<file path="config.mk">
export PLATFORM = sky130hd
export DESIGN_NAME = mem_access_arbiter
export DESIGN_NICKNAME = d
export VERILOG_FILES = /design/src/rtl/mem_access_arbiter.sv
export SDC_FILE = /design/constraint.sdc
export NUM_CORES = 1
export LEC_CHECK = 0
export ABC_AREA = 1
export BUFFER_PORTS_ARGS = -buffer_cell sky130_fd_sc_hd__clkbuf_2
export CAP_MARGIN = 20
export CORE_MARGIN = 4
export CORE_UTILIZATION = 34
export CTS_CLUSTER_DIAMETER = 40
export CTS_CLUSTER_SIZE = 25
export DETAILED_ROUTE_END_ITERATION = 16
export PLACE_DENSITY_LB_ADDON = 0.15
export SYNTH_ARGS = -nofsm -noshare
export SYNTH_HDL_FRONTEND = slang
export SYNTH_SLANG_ARGS = --single-unit
export TNS_END_PERCENT = 10
</file>
<file path="constraint.sdc">
create_clock -name clk -period 2.9 [get_ports clk]
set_input_delay 0.58 -clock clk [delete_from_list [all_inputs] [get_ports clk]]
set_output_delay 0.58 -clock clk [all_outputs]
set_load 0.01 [all_outputs]
</file>
<file path="src/rtl/mem_access_arbiter.sv">
// Two-port arbiter in front of a single-port memory: round-robin or fixed-priority
// ownership with a bounded burst, range checking, and a one-cycle read return path.
module mem_access_arbiter #(
    parameter int unsigned ADDR_W    = 8,
    parameter int unsigned DATA_W    = 8,
    parameter int unsigned DEPTH     = 64,
    parameter int unsigned MAX_BURST = 4,
    parameter int unsigned PRIO_MODE = 0
) (
    input  logic                  clk,
    input  logic                  rst,
    input  logic [1:0]            req,
    input  logic [1:0]            we,
    input  logic [2*ADDR_W-1:0]   addr,
    input  logic [2*DATA_W-1:0]   wdata,
    output logic [1:0]            gnt,
    output logic [1:0]            rvalid,
    output logic [1:0]            err,
    output logic [DATA_W-1:0]     rdata,
    output logic                  mem_en,
    output logic                  mem_we,
    output logic [ADDR_W-1:0]     mem_addr,
    output logic [DATA_W-1:0]     mem_wdata,
    input  logic [DATA_W-1:0]     mem_rdata,
    output logic [1:0]            owner
);

    localparam int unsigned CntW = (MAX_BURST < 2) ? 1 : $clog2(MAX_BURST + 1);

    // Encoding doubles as the one-hot owner output.
    typedef enum logic [1:0] {
        StIdle = 2'b00,
        StOwn0 = 2'b01,
        StOwn1 = 2'b10
    } state_e;

    state_e            state_q, state_d;
    logic [CntW-1:0]   burst_q, burst_d;
    logic              last_q, last_d;
    logic [1:0]        rvalid_q, rvalid_d;
    logic [1:0]        err_q, err_d;

    logic              sel;
    logic              tie_w;
    logic [ADDR_W-1:0] sel_addr;
    logic [DATA_W-1:0] sel_wdata;
    logic              sel_we;
    logic              in_range;
    logic [1:0]        gnt_int;
    state_e            other_st;

    assign sel       = (state_q == StOwn1);
    assign sel_addr  = sel ? addr[2*ADDR_W-1:ADDR_W] : addr[ADDR_W-1:0];
    assign sel_wdata = sel ? wdata[2*DATA_W-1:DATA_W] : wdata[DATA_W-1:0];
    assign sel_we    = we[sel];
    assign in_range  = 32'(sel_addr) < DEPTH;
    assign other_st  = sel ? StOwn0 : StOwn1;

    always_comb begin
        state_d = state_q;
        burst_d = burst_q;
        last_d  = last_q;
        gnt_int = 2'b00;
        tie_w   = 1'b0;
        unique case (state_q)
            StIdle: begin
                if (|req) begin
                    burst_d = '0;
                    if (req == 2'b11) begin
                        tie_w = (PRIO_MODE != 0) ? 1'b0 : !last_q;
                    end else begin
                        tie_w = req[1];
                    end
                    state_d = tie_w ? StOwn1 : StOwn0;
                end
            end
            StOwn0, StOwn1: begin
                if (req[sel]) begin
                    gnt_int[sel] = 1'b1;
                    last_d       = sel;
                    if (burst_q == CntW'(MAX_BURST - 1)) begin
                        // Burst exhausted: yield only if the other port is waiting.
                        burst_d = '0;
                        if (req[!sel]) begin
                            state_d = other_st;
                        end
                    end else begin
                        burst_d = burst_q + 1'b1;
                    end
                end else begin
                    burst_d = '0;
                    state_d = req[!sel] ? other_st : StIdle;
                end
            end
            default: begin
                state_d = StIdle;
                burst_d = '0;
            end
        endcase
    end

    assign rvalid_d = gnt_int & {2{in_range & !sel_we}};
    assign err_d    = gnt_int & {2{!in_range}};

    always_ff @(posedge clk) begin
        if (rst) begin
            state_q  <= StIdle;
            burst_q  <= '0;
            last_q   <= 1'b1;
            rvalid_q <= 2'b00;
            err_q    <= 2'b00;
        end else begin
            state_q  <= state_d;
            burst_q  <= burst_d;
            last_q   <= last_d;
            rvalid_q <= rvalid_d;
            err_q    <= err_d;
        end
    end

    // Every output is squashed while reset is held, including responses in flight.
    assign gnt       = rst ? 2'b00 : gnt_int;
    assign owner     = rst ? 2'b00 : state_q;
    assign rvalid    = rst ? 2'b00 : rvalid_q;
    assign err       = rst ? 2'b00 : err_q;
    assign rdata     = (|rvalid) ? mem_rdata : '0;
    assign mem_en    = (|gnt) & in_range;
    assign mem_we    = mem_en & sel_we;
    assign mem_addr  = mem_en ? sel_addr : '0;
    assign mem_wdata = mem_we ? sel_wdata : '0;

endmodule

</file>
=== After elaboration in Yosys (flattened, before gate mapping) ===
Cells that the tools add are included.

* Register bits after elaboration: 10
* Input bits: 46
* Logic and storage cells: 68

* Add/subtract/negate cells: 1
* Magnitude comparators: 4
* Equal/unequal tests: 7
* Mux-type cells: 34
* Bitwise logic cells: 5
* Reductions and logical operators: 12

{| class="wikitable"
|+ Operator list
! cell !! count
|-
| 2-to-1 mux 8 bit || 5
|-
| 2-to-1 mux 2 bit || 13
|-
| 2-to-1 mux 1 bit || 10
|-
| 2-to-1 mux 3 bit || 3
|-
| < comparator 8 x 7 -> 1 bit (second input constant) || 1
|-
| OR reduction 2 bit || 4
|-
| != test 3 bit (second input constant) || 2
|-
| case mux 3 bit (2 select lines) || 1
|-
| bitwise AND 2 bit || 2
|-
| == test 2 bit (second input constant) || 2
|-
| zero test 1 bit || 4
|-
| < comparator 1 x 2 -> 1 bit (second input constant) || 2
|-
| case mux 2 bit (2 select lines) || 1
|-
| adder 3 x 1 -> 3 bit (second input constant) || 1
|-
| bitwise AND 1 bit || 3
|-
| == test 3 x 2 -> 1 bit (second input constant) || 1
|-
| AND reduction 3 bit || 1
|-
| == test 2 x 1 -> 1 bit (second input constant) || 1
|-
| zero test 2 bit || 1
|-
| != test 2 bit (second input constant) || 1
|-
| AND reduction 2 bit || 1
|-
| demux 1 bit (select 1 bit) || 1
|-
| greater-or-equal comparator 1 bit (second input constant) || 1
|-
| logical AND 1 bit || 1
|}

=== Logic depth before layout (Yosys ltp) ===
* Depth after elaboration: 12
* Mapped depth: 11
* Mapped depth without buffers: 10

=== Least setup slack after synthesis ===
Ideal clock, no wire load.

* Kind: reg2out
* From: register state_q[1]
* To: output mem_addr[0]
* Arrival time: 1.542 ns
* Required time: 2.320 ns
* Setup slack: 0.778 ns
* Cell stages (with the launch flop): 9
* Buffers on the path: 0
* Cell sequence: dfxtp_1 inv_1 ha_1 nand3_1 nor2_2 inv_1 nand2_1 nand2_2 a21oi_1

* Word-level cells in the longest chain between the ends: 11
* Elaborated cells between the ends (all ways): 18
* Those cells by class: order compare (3); eq/ne (2); mux (9); bitwise (1); reduce/logical (3)

{| class="wikitable"
|+ Ends and longest elaborated chain
! element !! RTL line !! source
|-
| start: declaration || 37 || <nowiki>state_e state_q, state_d;</nowiki>
|-
| start signal: assignment || 107 || <nowiki>state_q <= StIdle;</nowiki>
|-
| start signal: assignment || 113 || <nowiki>state_q <= state_d;</nowiki>
|-
| == test 2 bit || 52, 65 ||
|-
| < comparator 1 x 2 -> 1 bit (not written as such) or greater-or-equal comparator 1 bit (tied branches) || 79 || <nowiki>gnt_int[sel] = 1'b1;</nowiki>
|-
| logical AND 1 bit (not written as such) || 79 ||
|-
| 2-to-1 mux 1 bit (not written as such) || 79 ||
|-
| demux 1 bit (select 1 bit) || 79 ||
|-
| 2-to-1 mux 2 bit || 78 || <nowiki>if (req[sel]) begin</nowiki>
|-
| 2-to-1 mux 2 bit * || 65 || <nowiki>unique case (state_q)</nowiki>
|-
| 2-to-1 mux 2 bit * || 122 || <nowiki>assign gnt = rst ? 2'b00 : gnt_int;</nowiki>
|-
| via gnt[0] || 16 || <nowiki>output logic [1:0] gnt,</nowiki>
|-
| OR reduction 2 bit * || 127 || <nowiki>assign mem_en = (|gnt) & in_range;</nowiki>
|-
| bitwise AND 1 bit * || 127 ||
|-
| 2-to-1 mux 8 bit * || 129 || <nowiki>assign mem_addr = mem_en ? sel_addr : '0;</nowiki>
|-
| end: declaration || 22 || <nowiki>output logic [ADDR_W-1:0] mem_addr,</nowiki>
|}

The timed path passes the listed nets; every way through them passes the cells marked *. The select of a mux whose other input is x is not followed.

=== Final worst setup path ===
* From: register state_q[1]
* To: output mem_addr[3]

* Word-level cells in the longest chain between the ends: 11
* Elaborated cells between the ends (all ways): 18
* Those cells by class: order compare (3); eq/ne (2); mux (9); bitwise (1); reduce/logical (3)

{| class="wikitable"
|+ Ends and longest elaborated chain
! element !! RTL line
|-
| == test 2 bit || 52, 65
|-
| < comparator 1 x 2 -> 1 bit (not written as such) or greater-or-equal comparator 1 bit (tied branches) || 79
|-
| logical AND 1 bit (not written as such) || 79
|-
| 2-to-1 mux 1 bit (not written as such) || 79
|-
| demux 1 bit (select 1 bit) || 79
|-
| 2-to-1 mux 2 bit || 78
|-
| 2-to-1 mux 2 bit || 65
|-
| 2-to-1 mux 2 bit || 122
|-
| OR reduction 2 bit || 127
|-
| bitwise AND 1 bit || 127
|-
| 2-to-1 mux 8 bit * || 129
|}

Every way passes the cells marked *; elsewhere a longest branch is shown, timed or not. The select of a mux whose other input is x is not followed.

==> results.cfg <==
[run_status]
status = finished, final reports clean

[detailed_routing]
viasPerCell = 4.34
drt-initial-drc-count = 23
vias = 1111
first_pass_iters = 4
drt-total-wl_mm = 2.47
drc = 0
wl_per_cell_um = 9.66
detail-route-antenna-nets = 0

[worst_hold_path]
min_delay_path_depth = 2
hold_class = reg2reg

[clock_tree]
cts.clk_slew.worst_paths_ns = 0.07
root_buffer = clkbuf_4
ctsResizeCount = 0
cts_tree = done
cts_setup_buffers = 0
numCtsBuffers = 3
clock_sinks = 10
htree_num_levels = 1
ctsHoldBuffers = 0
max-clock-path-buffers = 2
clock_latency_ns = 0.26

[setup_path]
slowest_stage = dfxtp_1
path_buf_inv = 3
start_kind = flip-flop
cp.required_ns = 2.32
path_cells = inv_1, ha_1, nand3_1, nor2_2, inv_1, nand2_1, nand2_2, a21oi_1, clkbuf_2
crit_cells = 9
crit_type = reg2out
critPathCaptureType = primary output
worst_ep_arrival_time_ns = 1.97
cp_common_cell = inv_1
r2r_setup_slack_ns = 1.28
crit_family = simple AND/OR/NAND/NOR gates
reg2reg_depth = 10
path_max_fanout = 7
cpPeakStageDelay_ns = 0.36

[power_and_ir_drop]
vdd_drop_max_uv = 298
p_leak_nw = 0.835
p_comb_share_pct = 54.8
p_per_area_mw_per_mm2 = 518
power_frac_clock_pct = 18.1
seqPwrFrac_pct = 27.1
swShare_pct = 41.8
internal-power_mw = 0.402
p_total_mw = 0.691
switching_power_mw = 0.289

[global_route]
gr-total-overflow = 0
grt_max_degree = 20
grt_pass1_wl_mm = 4.05
grt_pass1_vias = 1027
grtUsageTotal_pct = 14.7
antenna_found_initial = 0

[logic_synthesis]
ys_warn_count = 0
synthMuxAreaShare_pct = 9.94
syn_area_per_cell_sq_um = 6.12
synth_cell_types = 18
syn_inst = 148
synth_top_family_by_area = simple AND/OR/NAND/NOR gates
synth_seq_area_share_pct = 22.1
synth_seq_cells = 10
synth_compound_gate_area_share_pct = 9.53
synthAdderAreaFrac_pct = 5.52
synth-xor-area-share_pct = 0
synth_top_cell_by_area = dfxtp_1
synthTopCellsByArea = dfxtp_1 (22%), nor2_1 (14%), nand2_1 (14%)
yosys.area_share.simple_pct = 36.6
synth_top_area_share_pct = 22.1
syn_area_sq_um = 906

[sta]
min_period_ns = 2.55
finalHoldViolations = 0
grt_setup_unrepaired = false
fin_crit_sh_pct = 87.9
fin_tns_setup_ns = 0
finalSetupViolations = 0
fin_ws_ns = 0.352
fmax_mhz = 393
drv_slew = 0
finClkSkew_ns = 0.00358

[die]
io_pins = 80
fp.dieArea_sq_mm = 0.00355
start_util_pct = 36.2
core_area_sq_mm = 0.00250
rows = 18
die_y_um = 59.6
die_w_um = 59.6

[place]
post-place-cells = 252
place.gp.congestion = 0.860
hpwl_mm = 2.18
io_buffers = 77
dp_slack_ns = 0.632

[finish]
multiInputGateArea_sq_um = 566
n_antenna_cell = 0
nNetsFinal = 277
drive_above_1_share_pct = 38.5
synthToLayoutAreaGrowth_pct = 47.2
num-fill-cells = 263
regArea_sq_um = 200
finalNonFillerCells = 256
final_util_pct = 53.4

[flow_run]
drv_cap = 0
## cell usage after synthesis, drive strengths merged
library cell,n
nand3b,1
nand2,34
dfxtp,10
ha,4
inv,25
o31ai,1
nor2,35
buf,6
mux2i,9
o21ai,1
a21oi,12
conb,1
nand3,8
nor3b,1
## final timing paths
path / from / endpoint
max: state_q[1] / mem_addr[3]
min: burst_q[2] / burst_q[2]
max reg2reg: state_q[0] / state_q[1]
min reg2reg: burst_q[2] / burst_q[2]
## layout by cell type, fill, tap and decap left out, drive strengths merged
master	count
clkbuf	81
nor2	35
nand2	34
inv	25
a21oi	12
dfxtp	10
mux2i	9
nand3	8
ha	4
conb	2
buf	2
o31ai	1
nand3b	1
o21ai	1
nor3b	1
## cells by family (layout without fill, tap and decap cells)
family	Yosys count	count (layout)
buffers and inverters	31	108
other	1	2
adders and majority gates	4	4
muxes	9	9
AOI/OAI and AO/OA	14	14
and+or+nand+nor	79	79
DFF	10	10
## tightest hold or removal path, stage by stage, from the launching register on
cell and delay (ns):
dfxtp_1 0.31, nand2_1 0.06, a21oi_1 0.04
## per-layer routing
metal / GRT usage [%] / part of all wire (%) / vias to the layer above
li1: - / - / 603
met5: 0 / 0 / -
met3: 2.61 / 8.3 / 4
met2: 23.6 / 49 / 43
met1: 18.4 / 41 / 461
met4: 8.54 / 2.0 / 0
## power groups by stage
stage / clock network (mW) / registers (mW) / logic, mW
2_1_floorplan: 0 / 0.185 / 0.292
3_3_place_gp: 0 / 0.192 / 0.385
5_1_grt: 0.136 / 0.192 / 0.436
6_report: 0.125 / 0.187 / 0.379
3_5_place_dp: 0 / 0.190 / 0.383
4_1_cts: 0.128 / 0.188 / 0.383
## stage by stage
stage                     hold slack [ns]  cell area (sq um)
final                               0.447               1330
after global routing                0.461               1330
after CTS                           0.447               1330
after detailed placement            0.436               1300
after global placement              0.459               1300
after floorplan                     0.420                910
## flip-flops by register name (all words and copies together), names as in the netlist
| register | flops |
|---|---|
| state_q | 2 |
| burst_q | 3 |
| err_q | 2 |
| rvalid_q | 2 |
| last_q | 1 |
## area by class of cell
| cell class | instances | share of cell area [%] |
|---|---|---|
| Multi-Input combinational cell | 108 | 42.4 |
| Clock buffer | 4 | 2.72 |
| Sequential cell | 10 | 15.0 |
| Timing Repair Buffer | 79 | 30.0 |
| Inverter | 25 | 7.04 |
| Tap cell | 30 | 2.81 |
No activity file was read; power rests on OpenSTA's default activity.
